## src/rtl/ahb_wb_bridge.sv

```systemverilog
// rtl/ahb_wb_bridge.sv - AHB-Lite slave to Wishbone master bridge with optional second-memory routing
// One outstanding transfer; errors and ack timeouts answer with the two-cycle AHB ERROR response.
module ahb_wb_bridge #(
    parameter int                    ADDR_WIDTH     = 32,
    parameter int                    DATA_WIDTH     = 32,
    parameter bit                    SECOND_MEM_EN  = 1'b0,
    parameter logic [ADDR_WIDTH-1:0] DATA_MEM_BASE  = 32'h0008_0000,
    parameter logic [ADDR_WIDTH-1:0] DATA_MEM_MASK  = 32'hFFF8_0000,
    parameter int                    TIMEOUT_CYCLES = 255
) (
    input  logic                    clk,
    input  logic                    rst,
    input  logic [ADDR_WIDTH-1:0]   haddr,
    input  logic [1:0]              htrans,
    input  logic                    hwrite,
    input  logic [2:0]              hsize,
    input  logic [DATA_WIDTH-1:0]   hwdata,
    output logic [DATA_WIDTH-1:0]   hrdata,
    output logic                    hready,
    output logic                    hresp,
    output logic                    core_cyc_o,
    output logic                    core_stb_o,
    output logic                    core_we_o,
    output logic [ADDR_WIDTH-1:0]   core_addr_o,
    output logic [DATA_WIDTH-1:0]   core_data_o,
    output logic [DATA_WIDTH/8-1:0] core_sel_o,
    input  logic [DATA_WIDTH-1:0]   core_data_i,
    input  logic                    core_ack_i,
    output logic                    data_mem_cyc_o,
    output logic                    data_mem_stb_o,
    output logic                    data_mem_we_o,
    output logic [ADDR_WIDTH-1:0]   data_mem_addr_o,
    output logic [DATA_WIDTH-1:0]   data_mem_data_o,
    output logic [DATA_WIDTH/8-1:0] data_mem_sel_o,
    input  logic [DATA_WIDTH-1:0]   data_mem_data_i,
    input  logic                    data_mem_ack_i
);

    localparam int NB = DATA_WIDTH / 8;
    localparam int BW = $clog2(NB);

    typedef enum logic [2:0] {IDLE, WAIT, DONE, ERR1, ERR2} state_t;

    state_t                  state_q, state_d;
    logic [ADDR_WIDTH-1:0]   addr_q, addr_d;
    logic                    we_q, we_d;
    logic [2:0]              size_q, size_d;
    logic                    dm_q, dm_d;
    logic [31:0]             cnt_q, cnt_d;
    logic [DATA_WIDTH-1:0]   hrdata_q, hrdata_d;

    logic                    ready_state;
    logic                    accept;
    logic                    xfer_err;
    logic                    route_dm;
    logic                    wb_ack;
    logic [DATA_WIDTH-1:0]   wb_rdata;
    logic [NB-1:0]           sel;
    logic                    core_act;
    logic                    dm_act;
    logic                    unused_htrans0;

    function automatic logic misaligned(input logic [2:0] size, input logic [ADDR_WIDTH-1:0] a);
        misaligned = 1'b0;
        for (int i = 0; i < BW; i++) begin
            if (i < int'(size) && a[i]) misaligned = 1'b1;
        end
    endfunction

    function automatic logic [NB-1:0] byte_sel(input logic [2:0] size, input logic [ADDR_WIDTH-1:0] a);
        int off;
        int n;
        off = int'(a[BW-1:0]);
        n   = 1 << size;
        for (int i = 0; i < NB; i++) begin
            byte_sel[i] = (i >= off) && (i < off + n);
        end
    endfunction

    assign unused_htrans0 = htrans[0];

    assign ready_state = (state_q == IDLE) || (state_q == DONE) || (state_q == ERR2);
    assign accept      = htrans[1] && ready_state;
    assign xfer_err    = (hsize > 3'(BW)) || misaligned(hsize, haddr);
    assign route_dm    = SECOND_MEM_EN && ((haddr & DATA_MEM_MASK) == DATA_MEM_BASE);
    assign wb_ack      = dm_q ? data_mem_ack_i : core_ack_i;
    assign wb_rdata    = dm_q ? data_mem_data_i : core_data_i;
    assign sel         = byte_sel(size_q, addr_q);

    always_ff @(posedge clk) begin
        if (rst) begin
            state_q  <= IDLE;
            addr_q   <= '0;
            we_q     <= 1'b0;
            size_q   <= '0;
            dm_q     <= 1'b0;
            cnt_q    <= '0;
            hrdata_q <= '0;
        end else begin
            state_q  <= state_d;
            addr_q   <= addr_d;
            we_q     <= we_d;
            size_q   <= size_d;
            dm_q     <= dm_d;
            cnt_q    <= cnt_d;
            hrdata_q <= hrdata_d;
        end
    end

    always_comb begin
        state_d  = state_q;
        addr_d   = addr_q;
        we_d     = we_q;
        size_d   = size_q;
        dm_d     = dm_q;
        cnt_d    = cnt_q;
        hrdata_d = hrdata_q;
        case (state_q)
            IDLE, DONE, ERR2: begin
                if (accept) begin
                    addr_d  = haddr;
                    we_d    = hwrite;
                    size_d  = hsize;
                    dm_d    = route_dm;
                    cnt_d   = '0;
                    state_d = xfer_err ? ERR1 : WAIT;
                end else begin
                    state_d = IDLE;
                end
            end
            WAIT: begin
                // ack takes priority over a timeout landing in the same cycle
                if (wb_ack) begin
                    state_d = DONE;
                    if (!we_q) hrdata_d = wb_rdata;
                end else if ((TIMEOUT_CYCLES > 0) && (cnt_q == 32'(TIMEOUT_CYCLES - 1))) begin
                    state_d = ERR1;
                end else begin
                    cnt_d = cnt_q + 32'd1;
                end
            end
            ERR1:    state_d = ERR2;
            default: state_d = IDLE;
        endcase
    end

    assign core_act = (state_q == WAIT) && !dm_q;
    assign dm_act   = (state_q == WAIT) && dm_q;

    assign hready = ready_state;
    assign hresp  = (state_q == ERR1) || (state_q == ERR2);
    assign hrdata = hrdata_q;

    assign core_cyc_o      = core_act;
    assign core_stb_o      = core_act;
    assign core_we_o       = core_act && we_q;
    assign core_addr_o     = core_act ? addr_q : '0;
    assign core_sel_o      = core_act ? sel : '0;
    assign core_data_o     = core_act ? hwdata : '0;

    assign data_mem_cyc_o  = dm_act;
    assign data_mem_stb_o  = dm_act;
    assign data_mem_we_o   = dm_act && we_q;
    assign data_mem_addr_o = dm_act ? addr_q : '0;
    assign data_mem_sel_o  = dm_act ? sel : '0;
    assign data_mem_data_o = dm_act ? hwdata : '0;

endmodule

```

## config.mk

```make
export PLATFORM = sky130hd
export DESIGN_NAME = ahb_wb_bridge
export DESIGN_NICKNAME = d
export VERILOG_FILES = /design/src/rtl/ahb_wb_bridge.sv
export SDC_FILE = /design/constraint.sdc
export NUM_CORES = 1
export LEC_CHECK = 0
export ABC_AREA = 1
export BUFFER_PORTS_ARGS = -buffer_cell sky130_fd_sc_hd__buf_2
export CORE_AREA = 2 2 122 124
export DETAILED_ROUTE_END_ITERATION = 10
export DIE_AREA = 0 0 124 126
export HOLD_SLACK_MARGIN = 0.08
export PLACE_DENSITY = 0.75
export SYNTH_ARGS = -nofsm -noshare
export SYNTH_HDL_FRONTEND = slang
export SYNTH_SLANG_ARGS = --single-unit
```

## constraint.sdc

```tcl
create_clock -name clk -period 1.8 [get_ports clk]
set_input_delay 0 -clock clk [delete_from_list [all_inputs] [get_ports clk]]
set_output_delay 0 -clock clk [all_outputs]
set_load 0.02 [all_outputs]
```

==> results of run 1 <==
[cell type report]
class | instances | area [um2]
Antenna cell | 2 | 5.005
Clock buffer | 10 | 239.0
Clock inverter | 6 | 67.56
Fill cell | 1281 | 6061
Inverter | 112 | 420.4
Multi-Input combinational cell | 682 | 3104
Sequential cell | 103 | 2072
Tap cell | 184 | 230.2
Timing Repair Buffer | 309 | 2115
[report_power, final]
group,internal [W],switching (W)
Combinational,0.000486,0.000799
Clock,0.00101,0.000962
Sequential,0.00239,0.0000542
Total,0.00389,0.00181
[stage by stage]
stage	cells	hold WS, ps	cell area, um2
floorplan	1010	119.4	6232
global placement	1316	246.3	7033
detailed placement	1316	257.0	7033
CTS	1406	174.5	8147
global route	1408	192.6	8253
finish	1408	185.8	8253
[flip-flops by register name (all words and copies together), names as in the netlist]
register	flops
addr_q	32
cnt_q	32
hrdata	32
size_q	3
state_q	3
we_q	1
[cells by family after synthesis]
family / share of synthesized area (%)
AND/OR/NAND/NOR: 29.78
XOR/XNOR: 1.761
flip-flops: 34.54
AO/OA/AOI/OAI: 13.06
buffers and inverters: 19.62
other: 0.06282
adder cells (fa/ha/maj): 1.174
[cell usage in the layout, fill, tap and decap left out, drive strengths merged, types with 37 or more instances in the layout]
| master | count |
|---|---|
| nor2 | 255 |
| o21ai | 73 |
| nand3 | 37 |
| buf | 238 |
| nand2 | 141 |
| a21oi | 68 |
| dfxtp | 103 |
| conb | 71 |
| dlygate4sd3 | 70 |
| inv | 113 |
[what timing repair did]
action | in CTS | in global routing
pin swaps | 9 | 10
gates resized for setup | 19 | 34
endpoints found under the hold margin | 81 | 0
endpoints found under the setup margin | 4 | 85
hold buffers | 70 | 0
buffers inserted | 3 | 0
gates cloned | 1 | 0
[metal layers]
layer | vias up | GRT usage, %
met5 | - | 0
met4 | 0 | 9.782
met3 | 40 | 5.842
met2 | 274 | 39.30
met1 | 2951 | 27.80
li1 | 3314 | -
[tightest hold or removal path: cells and delay by family]
family                 cells  cell delay, ps
and+or+nand+nor            3             330
buffers and inverters      1             100
AOI/OAI and AO/OA          1              50
[final timing paths]
check	slack, ps	depth (start not counted)	endpoint	from
max	-310	10	core_sel_o[2]	size_q[0]
min	190	5	cnt_q[2]	htrans[1]
max reg2reg	140	8	cnt_q[16]	state_q[1]
min reg2reg	450	2	addr_q[6]	addr_q[6]
==> impl_metrics.tcl, run 1 <==
set metrics [dict create \
    ys_top_cells_by_count "252 x nor2_1, 137 x nand2_1, 110 x inv_1" \
    htreeDepth 3 \
    yosys_register_bits 103 \
    yosysMostFrequentCell "nor2_1" \
    path_cells "nor3_2 > ha_2 > inv_2 > fa_2 > xor2_2 > nor2_4 > nand3_2 > nand3_2 > inv_2 > buf_6" \
    hold_viol 0 \
    nets 1360 \
    critPathCaptureType "output port" \
    ir_worst_vdd_v 0.0006646 \
    wl_met3_mm 1.334 \
    grt_pass1_vias 6120 \
    synth_area_leaders "dfxtp_1 35%, nor2_1 16%, buf_4 9.9%" \
    cp_max_fo 3 \
    arrival_ps 2110 \
    drt_iter0_drc 404 \
    area_growth_pct 38.25 \
    grt_pass1_wl_mm 29.04 \
    final_util_pct 57.66 \
    cp_num_buf_inv 3 \
    required_ps 1800 \
    m1WireLength_mm 7.452 \
    clock_skew_ps 11.62 \
    clk_path_buf_depth 2 \
    rows 44 \
    cap_violations 0 \
    die_h_um 126 \
    die-area_um2 15620 \
    cts_tree "yes" \
    core_um2 14310 \
    clkSinkCount 103 \
    gp_congestion 0.9170 \
    min_period_over_period_pct 117.4 \
    fmax_mhz 473.0 \
    synth_edf_count 0 \
    routedWlPerCell_um 13.15 \
    track_usage_pct 23.25 \
    slew_viol_final 0 \
    start_kind "flop" \
    worst_path_max_delay_cell "dfxtp_2" \
    p_per_area_nw_per_um2 691.4 \
    routed_wl_mm 18.51 \
    async_flop_share_pct 0 \
    cpPeakStageDelay_ps 340 \
    synth_top_area_share_pct 34.54 \
    hold_class "in2reg" \
    netlist_area_um2 5969 \
    met2_length_mm 9.146 \
    clkSlewWorstSetupHoldPaths_ps 70 \
    synthCells 940 \
    setup_slack_ps -314.1 \
    cts_buffers 9 \
    via_count 6579 \
    violations "setup timing" \
    setup_viol 3 \
    ys_seq_area_share_pct 34.54 \
    root_buffer "clkbuf_16" \
    die_x_um 124 \
    first_pass_iters 5 \
    final_antenna_net_count 0 \
    synth_ff_type "dfxtp_1" \
    ios 314 \
    vias_per_cell 4.673 \
    worst-setup-path-type "reg2out" \
    leakagePower_nw 3.900 \
    grt_max_degree 70 \
    io_buffers 208 \
    crit_family "simple AND/OR/NAND/NOR gates" \
    syn_avg_cell_area_um2 6.351 \
    setup_tns_ps -911.9 \
    post-synth-top-area-cell "dfxtp_1" \
    rsz0062_at_grt "yes" \
    start_util_pct 41.70 \
    insertion_delay_ps 360 \
    antenna_found_initial 2 \
    ys_warn_count 0 \
    pre_cts_ws_ps -62.08 \
    ys_types 29 \
    route.detailed.drc 0 \
    drive_gt1_share_pct 25.04 \
    top_layer "met4" \
    status "complete, but fails checks" \
    fin_crit_ps 2114 \
    total_power_w 0.005706 \
    grt.overflow.total 0 \
    hpwl_mm 11.88 \
]
(Power assumes the default switching activity.)
==> inputs of run 2 (changes only) <==
CAP_MARGIN = 5   (was default)
CELL_PAD_IN_SITES_DETAIL_PLACEMENT = 1   (was default)
CELL_PAD_IN_SITES_GLOBAL_PLACEMENT = 2   (was default)
CORE_AREA = default   (was 2 2 122 124)
CORE_ASPECT_RATIO = 1.5   (was default)
CORE_UTILIZATION = 22   (was default)
DIE_AREA = default   (was 0 0 124 126)
PLACE_DENSITY = default   (was 0.75)
PLACE_DENSITY_LB_ADDON = 0.1   (was default)
==> run 2 against run 1 <==
The run still ends with setup timing left. Clock power is essentially flat. Worst setup slack lost 20 ps. Worst hold slack lost 81 ps. Die area grew 78%. Total power grew 0.95%. Non-clock buffer count grew 26. Critical endpoint unchanged.
==> impl_metrics.tcl, run 2 (same netlist as run 1, synthesis figures left out) <==
set metrics [dict create \
    rows 73 \
    clk_path_buf_depth 2 \
    p_per_area_nw_per_um2 658.5 \
    clkSinkCount 103 \
    n_antenna_cell 0 \
    gp_congestion 0.7718 \
    cts_buffers 9 \
    core_um2 26580 \
    hpwl_mm 16.88 \
    cp_max_fo 3 \
    r2r-start "cnt_q[1]" \
    final_area_um2 8747 \
    grt_pass1_vias 6607 \
    clkSlewWorstSetupHoldPaths_ps 70 \
    reg2reg_to "cnt_q[28]" \
    routed_wl_mm 22.70 \
    worst-setup-path-type "reg2out" \
    die_h_um 203.7 \
    cts_tree "yes" \
    hold_viol 0 \
    nets 1386 \
    min_delay_path_depth 4 \
    rsz0062_at_grt "yes" \
    status "complete, but fails checks" \
    clock_skew_ps 7.578 \
    ir_worst_vdd_v 0.0004403 \
    setup_slack_ps -334.0 \
    mostFrequentLayoutCells "242 x nor2_1, 199 x buf_2, 132 x nand2_1" \
    insertion_delay_ps 360 \
    io_buffers 208 \
    routedWlPerCell_um 14.32 \
    total_power_w 0.005760 \
    grt_max_degree 69 \
    fin_crit_ps 2134 \
    final_common_cell "nor2_1" \
    vias_per_cell 4.121 \
    start_util_pct 22.46 \
    final_antenna_net_count 0 \
    via_count 6531 \
    start_kind "flop" \
    area_growth_pct 46.53 \
    root_buffer "clkbuf_16" \
    rr_worst_depth 9 \
    route.detailed.drc 0 \
    drt_iter0_drc 140 \
    critPathCaptureType "output port" \
    violations "setup timing" \
    hold_class "in2reg" \
    rrSetupSlack_ps 120 \
    holdPathEnd "size_q[0]" \
    die_x_um 136.5 \
    required_ps 1800 \
    drive_gt1_share_pct 27.64 \
    track_usage_pct 16.23 \
    first_pass_iters 4 \
    die-area_um2 27810 \
    min_period_over_period_pct 118.6 \
    place_area_um2 7392 \
    grt.overflow.total 0 \
    htreeDepth 3 \
    setup_viol 3 \
    arrival_ps 2130 \
    cap_violations 0 \
    grt_pass1_wl_mm 34.77 \
    antenna_found_initial 0 \
    worstHoldStart "rst" \
    ios 314 \
    slew_viol_final 0 \
    leakagePower_nw 4.086 \
    fmax_mhz 468.6 \
]
==> run 2: changes by cell type in the layout (fill, tap and decap cells not counted), moves of 4 or more <==
cell / previous run / this run
buf_4: 30 / 47
dfxtp_1: 95 / 87
clkbuf_16: 9 / 13
dfxtp_2: 8 / 13
==> run 2: critical path, stage by stage (launching register included) <==
cell	delay, ps
dfxtp_2	330
nor3_2	170
ha_2	210
inv_2	40
fa_2	320
xor2_1	170
nor2_2	170
nand3_1	110
nand3_2	90
inv_2	30
buf_6	120
==> run 2: metrics by stage <==
stage / setup WS [ps] / util (%) / instances / setup TNS [ps] / hold slack [ps]
2_1_floorplan: 101.4 / - / 1010 / 0 / 119.4
3_3_place_gp: -126.6 / 27.81 / 1488 / -441.1 / 247.7
3_5_place_dp: -144.7 / 27.81 / 1488 / -598.1 / 261.1
4_1_cts: -386.2 / 31.84 / 1575 / -1096 / 103.3
5_1_grt: -462.8 / 32.91 / 1585 / -1350 / 127.6
6_report: -334.0 / 32.91 / 1585 / -968.9 / 104.7
==> run 2: report_power, final <==
group / switching, W / internal (W) / leakage, nW
logic: 0.000815 / 0.000560 / 3.10
clock network: 0.000965 / 0.000984 / 0.139
registers: 0.0000496 / 0.00239 / 0.850
==> run 2: worst max path at each step <==
stage	depth (start not counted)	start	slack [ps]	endpoint
final	10	size_q[0]	-330	core_sel_o[2]
after global routing	10	size_q[0]	-460	core_sel_o[2]
after CTS	10	size_q[0]	-390	core_sel_o[1]
after detailed placement	10	cnt_q[0]	-140	cnt_q[30]
after global placement	10	size_q[2]	-130	core_sel_o[2]
after floorplan	8	state_q[2]	100	cnt_q[28]
==> run 2: layout make-up <==
type / count / area [um2]
flip-flops and latches: 103 / 2090
inverters: 112 / 422.9
clock buffers: 10 / 239.0
multi-input cells: 682 / 3110
well taps: 337 / 421.7
repair buffers: 335 / 2420
fillers: 3411 / 17830
clock inverters: 6 / 43.79
==> run 2: what timing repair did <==
item | CTS | global route
hold endpoints to repair | 70 | 0
setup endpoints to repair | 23 | 64
cloned | 1 | 4
pin swaps | 5 | 12
resized for setup | 20 | 48
buffers inserted | 1 | 6
hold buffers | 69 | 0
==> run 2: per-layer routing <==
| layer | GRT usage (%) | wire, um | vias to the layer above |
|---|---|---|---|
| li1 | - | - | 3363 |
| met1 | 17.63 | 8997 | 3022 |
| met2 | 30.77 | 12390 | 130 |
| met3 | 3.455 | 961 | 16 |
| met4 | 4.643 | 344 | 0 |
| met5 | 0 | 0 | - |
==> inputs of run 3 (changes only) <==
ABC_AREA = default   (was 1)
==> run 3 against run 2 <==
The run still ends with setup timing left. First-iteration DRC count increased by 12%. Worst hold slack got worse by 45 ps. Critical path depth shrank 2. Sequential power about the same. Critical endpoint is now core_sel_o[1]. Largest power group unchanged. Highest routed layer unchanged.
==> impl_metrics.tcl, run 3 <==
set metrics [dict create \
    nets 1191 \
    n_antenna_cell 0 \
    rows 68 \
    worst-setup-path-type "reg2out" \
    cpPeakStageDelay_ps 340 \
    clkSlewWorstSetupHoldPaths_ps 70 \
    fmax_mhz 448.6 \
    async_flop_share_pct 0 \
    worst_path_max_delay_cell "dfxtp_2" \
    grt_use_met3_pct 3.638 \
    rsz0062_at_grt "yes" \
    synthCells 679 \
    final_common_cell "buf_2" \
    cts_buffers 9 \
    start_kind "flop" \
    yosysMostFrequentCell "nand2_1" \
    hold_class "in2reg" \
    critPathCaptureType "output port" \
    gp_congestion 0.7696 \
    place_inst 1240 \
    pre_cts_ws_ps -206.1 \
    fin_crit_ps 2229 \
    htreeDepth 3 \
    setup_viol 126 \
    place_area_um2 6965 \
    cp_num_buf_inv 2 \
    die_h_um 191.0 \
    track_usage_pct 17.81 \
    via_count 5930 \
    ys_types 54 \
    final_antenna_net_count 0 \
    hold_viol 0 \
    routedWlPerCell_um 17.06 \
    first_pass_iters 4 \
    synth_edf_count 0 \
    grt_pass1_vias 6301 \
    min_period_over_period_pct 123.8 \
    ys_top_cells_by_count "155 x nand2_1, 103 x dfxtp_1, 87 x a21oi_1" \
    path_cells "nor3_2 > ha_2 > inv_2 > fa_2 > nand3b_1 > a21oi_4 > a211oi_2 > buf_4" \
    core_um2 23230 \
    setup_slack_ps -429.1 \
    cap_violations 0 \
    syn_avg_cell_area_um2 7.719 \
    netlist_area_um2 5241 \
    ios 314 \
    mostFrequentLayoutCells "137 x buf_2, 110 x nand2_1, 93 x dfxtp_1" \
    stdcell_count 1368 \
    synth_ff_type "dfxtp_1" \
    p_per_area_nw_per_um2 603.5 \
    violations "setup timing" \
    grt.overflow.total 0 \
    use_met1_pct 17.28 \
    insertion_delay_ps 370 \
    fillerInstances 2696 \
    vias_per_cell 4.335 \
    crit_family "adder cells" \
    synth_area_leaders "dfxtp_1 39%, nand2_1 11%, buf_4 10%" \
    root_buffer "clkbuf_16" \
    synth_top_area_share_pct 39.34 \
    status "complete, but fails checks" \
    grt_pass1_wl_mm 33.34 \
    grt_max_degree 75 \
    die_x_um 128.0 \
    hpwl_mm 14.68 \
    gr-usage-met2_pct 36.41 \
    antenna_found_initial 0 \
    ys_warn_count 0 \
    drive_gt1_share_pct 53.85 \
    die-area_um2 24460 \
    area_growth_pct 93.29 \
    ir_worst_vdd_v 0.0004736 \
    cp_max_fo 3 \
    route.detailed.drc 0 \
    final_area_um2 10130 \
    required_ps 1800 \
    arrival_ps 2230 \
    clkSinkCount 103 \
    clk_path_buf_depth 2 \
    cts_tree "yes" \
    grt_busiest_layer "met2" \
    rrSetupSlack_ps -240 \
    post-synth-top-area-cell "dfxtp_1" \
    io_buffers 208 \
    yosys_register_bits 103 \
    leakagePower_nw 4.399 \
    start_util_pct 22.57 \
    routed_wl_mm 23.33 \
    drt_iter0_drc 157 \
    slew_viol_final 0 \
    clock_skew_ps 5.991 \
    ys_seq_area_share_pct 39.34 \
]
-- run 3: cell count changes in the layout (fill, tap and decap cells not counted), sizes merged, moves of 13 or more --
cell / delta
nand2: +14
buf: +59
inv: -99
nor2: -234
and2: +65
o21ai: -57
a21oi: +20
or3: +13
nand3: -27
-- run 3: worst min-delay path: stages --
cell and delay [ps]:
buf_2 170, o21ai_2 160, a21oi_1 50
-- run 3: path summary, 6_finish.rpt --
path               from       endpoint  depth (start not counted)
max           size_q[2]  core_sel_o[1]                          8
min          core_ack_i     state_q[1]                          3
min reg2reg  addr_q[18]     addr_q[18]                          2
max reg2reg    cnt_q[0]      cnt_q[24]                          6
-- run 3: power breakdown --
part           leakage, nW  switching [W]  internal [W]
sequential           0.843      0.0000532       0.00235
clock                0.152        0.00101       0.00114
combinational         3.40       0.000813      0.000746
-- run 3: layer usage --
layer,wire length [um],up-vias
met5,0,-
met4,355,0
met3,1061,21
met2,13970,160
met1,7941,2888
li1,-,2861
-- run 3: layout make-up --
cell class	count	area [um2]	share of cell area [%]
clock inverters	6	75.07	0.7410
multi-input cells	527	3679	36.31
flip-flops and latches	103	2085	20.58
inverters	12	73.82	0.7287
repair buffers	395	3586	35.40
well taps	315	394.1	3.890
clock buffers	10	239.0	2.359
-- run 3: logic make-up after synthesis --
kind of cell	after synthesis	synth area share, %
buffers and inverters	119	13.75
multiplexers	2	0.3820
AND/OR/NAND/NOR	313	29.89
adder cells (fa/ha/maj)	5	1.337
flip-flops	103	39.34
other	1	0.07155
XOR/XNOR	10	1.671
AO/OA/AOI/OAI	126	13.56
-- run 3: metrics by stage --
step | hold slack, ps | power, W | util [%] | TNS (ps)
after floorplan | 136.0 | 0.003101 | - | -928.6
after CTS | 102.3 | 0.005936 | 39.09 | -18380
after detailed placement | 248.2 | 0.003375 | 29.99 | -3520
final | 59.96 | 0.006114 | 43.62 | -18260
after global placement | 240.4 | 0.003354 | 29.99 | -3113
after global routing | 66.20 | 0.006397 | 43.62 | -24870
-- run 3: what timing repair did --
action | in CTS | in global routing
endpoints found under the hold margin | 70 | 0
hold buffers | 69 | 0
pin swaps | 40 | 136
cloned | 7 | 7
setup buffers | 18 | 17
gates resized for setup | 244 | 211
setup endpoints to repair | 123 | 169
